### src/rtl/kbd_event_fifo.sv
// PS/2 key-event decoder and first-word-fall-through event FIFO.
// Folds E0/F0 prefixes into {ext, brk, code} entries and raises a level IRQ while the FIFO holds data.
module kbd_event_fifo #(
  parameter  int DEPTH = 8,
  localparam int CW    = $clog2(DEPTH + 1)
) (
  input  logic          CLK,
  input  logic          RST_N,
  input  logic          INTRPT_IN,
  input  logic [7:0]    SCANCODE_IN,
  input  logic          RD_EN,
  input  logic          CLR,
  output logic [9:0]    EVT_DATA,
  output logic          EVT_VALID,
  output logic [CW-1:0] COUNT,
  output logic          OVF,
  output logic          IRQ
);

  localparam int PW = (DEPTH > 1) ? $clog2(DEPTH) : 1;

  typedef enum logic [1:0] {
    IDLE    = 2'd0,
    EXT     = 2'd1,
    BRK     = 2'd2,
    EXT_BRK = 2'd3
  } dec_state_t;

  logic          intr_q_reg;
  logic          byte_tick;
  dec_state_t    dec_state_reg, dec_state_next;
  logic          push_req;
  logic [9:0]    push_data;
  logic          ext_bit, brk_bit;
  logic          is_err, is_e0, is_f0;

  logic [9:0]    mem_reg [DEPTH];
  logic [PW-1:0] wr_ptr_reg, rd_ptr_reg;
  logic [CW-1:0] count_reg;
  logic          ovf_reg;
  logic          fifo_full, fifo_empty;
  logic          do_push, do_pop, drop_evt;

  // intr_q keeps tracking INTRPT_IN through CLR so a held pulse never re-triggers.
  always_ff @(posedge CLK) begin
    if (!RST_N) intr_q_reg <= 1'b0;
    else        intr_q_reg <= INTRPT_IN;
  end

  assign byte_tick = INTRPT_IN & ~intr_q_reg;

  assign is_err  = (SCANCODE_IN == 8'h00) || (SCANCODE_IN == 8'hFF);
  assign is_e0   = (SCANCODE_IN == 8'hE0);
  assign is_f0   = (SCANCODE_IN == 8'hF0);
  assign ext_bit = (dec_state_reg == EXT) || (dec_state_reg == EXT_BRK);
  assign brk_bit = (dec_state_reg == BRK) || (dec_state_reg == EXT_BRK);

  always_comb begin
    dec_state_next = dec_state_reg;
    push_req       = 1'b0;
    push_data      = {ext_bit, brk_bit, SCANCODE_IN};
    if (byte_tick) begin
      if (is_err) begin
        dec_state_next = IDLE;
      end else if (is_e0) begin
        dec_state_next = brk_bit ? EXT_BRK : EXT;
      end else if (is_f0) begin
        dec_state_next = ext_bit ? EXT_BRK : BRK;
      end else begin
        push_req       = 1'b1;
        dec_state_next = IDLE;
      end
    end
  end

  always_ff @(posedge CLK) begin
    if (!RST_N || CLR) dec_state_reg <= IDLE;
    else               dec_state_reg <= dec_state_next;
  end

  assign fifo_full  = (count_reg == CW'(DEPTH));
  assign fifo_empty = (count_reg == '0);
  assign do_pop     = RD_EN & ~fifo_empty & ~CLR;
  // A pop in the same cycle frees the slot, so a full FIFO still accepts the push.
  assign do_push    = push_req & (~fifo_full | do_pop) & ~CLR;
  assign drop_evt   = push_req & fifo_full & ~do_pop & ~CLR;

  genvar gi;
  generate
    for (gi = 0; gi < DEPTH; gi++) begin : g_mem
      always_ff @(posedge CLK) begin
        if (do_push && (wr_ptr_reg == PW'(gi))) mem_reg[gi] <= push_data;
      end
    end
  endgenerate

  always_ff @(posedge CLK) begin
    if (!RST_N || CLR) begin
      wr_ptr_reg <= '0;
      rd_ptr_reg <= '0;
      count_reg  <= '0;
      ovf_reg    <= 1'b0;
    end else begin
      if (do_push) wr_ptr_reg <= wr_ptr_reg + PW'(1);
      if (do_pop)  rd_ptr_reg <= rd_ptr_reg + PW'(1);
      case ({do_push, do_pop})
        2'b10:   count_reg <= count_reg + CW'(1);
        2'b01:   count_reg <= count_reg - CW'(1);
        default: count_reg <= count_reg;
      endcase
      if (drop_evt) ovf_reg <= 1'b1;
    end
  end

  assign EVT_DATA  = fifo_empty ? 10'd0 : mem_reg[rd_ptr_reg];
  assign EVT_VALID = ~fifo_empty;
  assign COUNT     = count_reg;
  assign OVF       = ovf_reg;
  assign IRQ       = ~fifo_empty;

endmodule

### config.mk
export PLATFORM = sky130hd
export DESIGN_NAME = kbd_event_fifo
export DESIGN_NICKNAME = d
export VERILOG_FILES = /design/src/rtl/kbd_event_fifo.sv
export SDC_FILE = /design/constraint.sdc
export NUM_CORES = 1
export LEC_CHECK = 0
export CAP_MARGIN = 15
export CORE_MARGIN = 4
export CORE_UTILIZATION = 52
export DETAILED_ROUTE_END_ITERATION = 6
export PLACE_DENSITY = 0.75
export RECOVER_POWER = 50
export SLEW_MARGIN = 20
export SYNTH_ARGS = -nofsm -noshare
export SYNTH_HDL_FRONTEND = slang
export SYNTH_SLANG_ARGS = --single-unit
export TNS_END_PERCENT = 1
### constraint.sdc
create_clock -name CLK -period 2.8 [get_ports CLK]
set_input_delay 0.28 -clock CLK [delete_from_list [all_inputs] [get_ports CLK]]
set_output_delay 0.28 -clock CLK [all_outputs]
set_load 0.02 [all_outputs]
==> out/metrics.csv, run 1 <==
stage,metric,value,unit
setup_path,crit path from,SCANCODE_IN[1],
floorplanning,Initial Utilization,54.4,%
synth,syn_nets,263,
power_and_ir_drop,PD cells,553,nW/um2
worst_hold_path,Hold WC Path Type,primary input to flip-flop,
detailed_routing,via count,2160,
clock_tree,CTS tree,built,
clock_tree,CTS max path bufs,2,
run,max_cap viols,0,
sta,fin crit share,93.8,%
sta,Final Setup Violations,0,
cells_and_area,area grow syn2layout,17.0,%
detailed_routing,routed wire length,7250,um
setup_path,WP data arrival,2.91,ns
clock_tree,H-tree levels,3,
global_routing,pin count of the biggest net entering global routing,21,
setup_path,Worst Path Max Fanout,2,
setup_path,Worst setup SP type,primary input,
detailed_routing,Residual DRC,0,
floorplanning,num ports,30,
global_routing,number of global-route vias before repair,2244,
detailed_routing,Initial DRT Pass Iterations,4,
synth,Gate Count Post-Synth,240,
sta,Max transition margin,57.0,%
global_routing,first-pass GRT wire length,11800,um
synth,"FF+latch count, synth",97,
place,number of port buffers,29,
synth,xor/xnor share of the synthesized area,1.09,%
place,Area after DPL,4530,um2
cells_and_area,Layout Utilization,63.6,%
global_routing,GR Overflow Total,0,
synth,simple-gate portion of the synthesized area,7.96,%
power_and_ir_drop,Pleak,1.57,nW
cells_and_area,Largest register FFs,80,
clock_tree,clock latency on the worst-skew pair,0.36,ns
floorplanning,core area,7370,um2
floorplanning,DIE AREA,9180,um2
cells_and_area,fin area,4690,um2
cells_and_area,# nets final,312,
setup_path,Critical Path Sink Type,flip-flop,
cells_and_area,fillers,543,
sta,Setup WS post-layout,0.173,ns
synth,yosys warns,0,
cells_and_area,share of cells above drive strength 1,18.4,%
sta,fmax,0.381,GHz
setup_path,critical path class,primary input to flip-flop,
synth,fraction of synthesized area in multiplexers,15.0,%
floorplanning,num rows,31,
setup_path,FF-to-FF Start,COUNT[3],
sta,minimum clock period,2.63,ns
synth,adder-cell share of the synthesized area,3.12,%
sta,max-slew violations,0,
clock_tree,clock sinks,97,
clock_tree,"CTS clk-pin slew, worst paths",0.10,ns
sta,final hold viol count,0,
cells_and_area,"commonest non-fill, non-tap cell in the layout",edfxtp_1,
sta,hold slack final,0.318,ns
synth,post-synthesis sequential area ratio,68.4,%
global_routing,initial antenna violation count,0,
synth,Mapped Area,4010,um2
detailed_routing,Final ANT Viol Nets,0,
sta,Setup TNS,0,ns
synth,area fraction in compound gates after synthesis,2.00,%
synth,Syn Area/Cell,16.7,um2
place,GP Congestion,0.813,
cells_and_area,most frequent cells in the layout,"edfxtp_1 (80), nor2_1 (22), mux4_2 (20), clkdlybuf4s50_1 (19), dfxtp_1 (17)",
detailed_routing,DRT iter0 DRCs,138,
floorplanning,die width,95.8,um
synth,largest family of logic cells by synthesized area,multiplexers,
clock_tree,Num CTS Buffers,9,
detailed_routing,Routed wire per std cell,18.5,um
sta,RSZ-0062 raised after global routing,false,
place,DP HPWL,4810,um
synth,Synth cell types,35,
clock_tree,postcts setup bufs,0,
worst_hold_path,HP Start,SCANCODE_IN[0],
cells_and_area,antenna diode instance count,0,
sta,Setup Skew,0.00897,ns
setup_path,WP data required,3.09,ns
status,status,finished clean,
global_routing,GRT Total Usage,17.9,%
place,pre-CTS WS,-0.337,ns
detailed_routing,Via density,5.50,
sta,worst slew pin tran,0.645,ns
power_and_ir_drop,worst vdd ir,0.000239,V
clock_tree,CTS root buffer,clkbuf_8,
cells_and_area,area occupied by multi-input gates,1170,um2
floorplanning,Die H,95.8,um
cells_and_area,Sequential cell area,2740,um2
-- final cells by class --
cell class	count	area share [%]
flip-flops and latches	97	58.5
multi-input cells	123	24.9
repair buffers	52	9.18
clock buffers	9	2.64
well taps	99	2.64
clock inverters	7	1.65
inverters	6	0.480
-- per-stage QoR --
| stage | power, mW | cells |
|---|---|---|
| after global placement | 1.72 | 377 |
| after global routing | 2.69 | 393 |
| after floorplan | 1.66 | 240 |
| after CTS | 2.61 | 393 |
| after detailed placement | 1.72 | 377 |
| final | 2.59 | 393 |
-- final timing paths --
| check | to | slack [ns] | depth (start not counted) |
|---|---|---|---|
| setup / recovery | COUNT[2] | 0.17 | 12 |
| hold / removal | mem_reg[7][0] | 0.32 | 1 |
| setup reg to reg | COUNT[2] | 0.29 | 11 |
| hold reg to reg | OVF | 0.50 | 2 |
-- repair_timing --
item | in CTS | in global routing
endpoints found under the setup margin | 0 | 2
hold buffers | 0 | 0
gates resized for setup | 0 | 1
-- cells by family (layout without fill, tap and decap cells) --
family / Yosys count / count (layout)
buf+inv: 20 / 74
simple gates: 60 / 60
xor+xnor: 5 / 5
mux: 35 / 35
compound gates: 13 / 13
fa+ha+maj: 10 / 10
flops: 97 / 97
-- power by group --
group / total (mW) / leakage [nW] / internal (mW) / switching (mW)
Combinational: 0.114 / 0.615 / 0.0514 / 0.0630
Sequential: 1.57 / 0.850 / 1.57 / 0.00453
Clock: 0.911 / 0.101 / 0.422 / 0.488
-- cell usage after synthesis --
library cell	n	area, um2
and2_1	4	25.0
a21oi_1	3	15.0
mux4_2	20	450
nor3_1	1	5.00
and3b_1	2	17.5
nand4_1	1	6.26
and3_1	8	50.1
xnor2_1	1	8.76
nor3b_1	2	15.0
or4b_4	1	13.8
or4_1	1	7.51
nor2b_1	3	18.8
o21ai_0	5	25.0
edfxtp_1	80	2400
nand2b_1	3	18.8
buf_2	2	10.0
or3_1	1	6.26
clkbuf_1	8	30.0
mux2i_1	15	150
buf_6	2	22.5
a31oi_1	2	12.5
a2111o_1	1	11.3
nand3_1	2	10.0
buf_4	1	7.51
ha_1	10	125
xor2_1	4	35.0
buf_1	1	3.75
inv_1	6	22.5
nor2_1	22	82.6
dfxtp_1	17	340
nand2_1	6	22.5
o21bai_1	1	7.51
nand3b_1	1	7.51
nor4_1	2	12.5
o21ai_2	1	8.76
-- worst max-delay path: stages --
cell             delay (ns)
clkdlybuf4s50_1        0.45
or4_1                  0.56
o21bai_1               0.21
and3b_1                0.21
inv_1                  0.07
ha_1                   0.18
xor2_1                 0.15
ha_1                   0.16
a21oi_1                0.05
xor2_1                 0.14
or3_1                  0.31
a21oi_1                0.15
-- layer usage --
metal	up-vias	part of all wire, %	global-route usage (%)
met5	-	0	0
met3	13	6.7	2.97
met2	72	48	28.3
li1	1011	-	-
met1	1064	43	24.4
met4	0	1.7	8.65
(Power assumes the default switching activity.)
==> run 2: changes to the inputs <==
--- a/config.mk
+++ b/config.mk
@@ -5,10 +5,12 @@
 export SDC_FILE = /design/constraint.sdc
 export NUM_CORES = 1
 export LEC_CHECK = 0
+export ABC_CLOCK_PERIOD_IN_PS = 2800
 export CAP_MARGIN = 15
 export CORE_MARGIN = 4
 export CORE_UTILIZATION = 52
 export DETAILED_ROUTE_END_ITERATION = 6
+export GPL_ROUTABILITY_DRIVEN = 0
 export PLACE_DENSITY = 0.75
 export RECOVER_POWER = 50
 export SLEW_MARGIN = 20
==> results of run 2 <==
No change in the layout: final DEF, timing and power equal those of run 1.
==> run 3: changes to the inputs <==
--- a/config.mk
+++ b/config.mk
@@ -13,6 +13,7 @@
 export GPL_ROUTABILITY_DRIVEN = 0
 export PLACE_DENSITY = 0.75
 export RECOVER_POWER = 50
+export SKIP_LAST_GASP = 1
 export SLEW_MARGIN = 20
 export SYNTH_ARGS = -nofsm -noshare
 export SYNTH_HDL_FRONTEND = slang
==> results of run 3 <==
No change in the layout: final DEF, timing and power equal those of run 1.
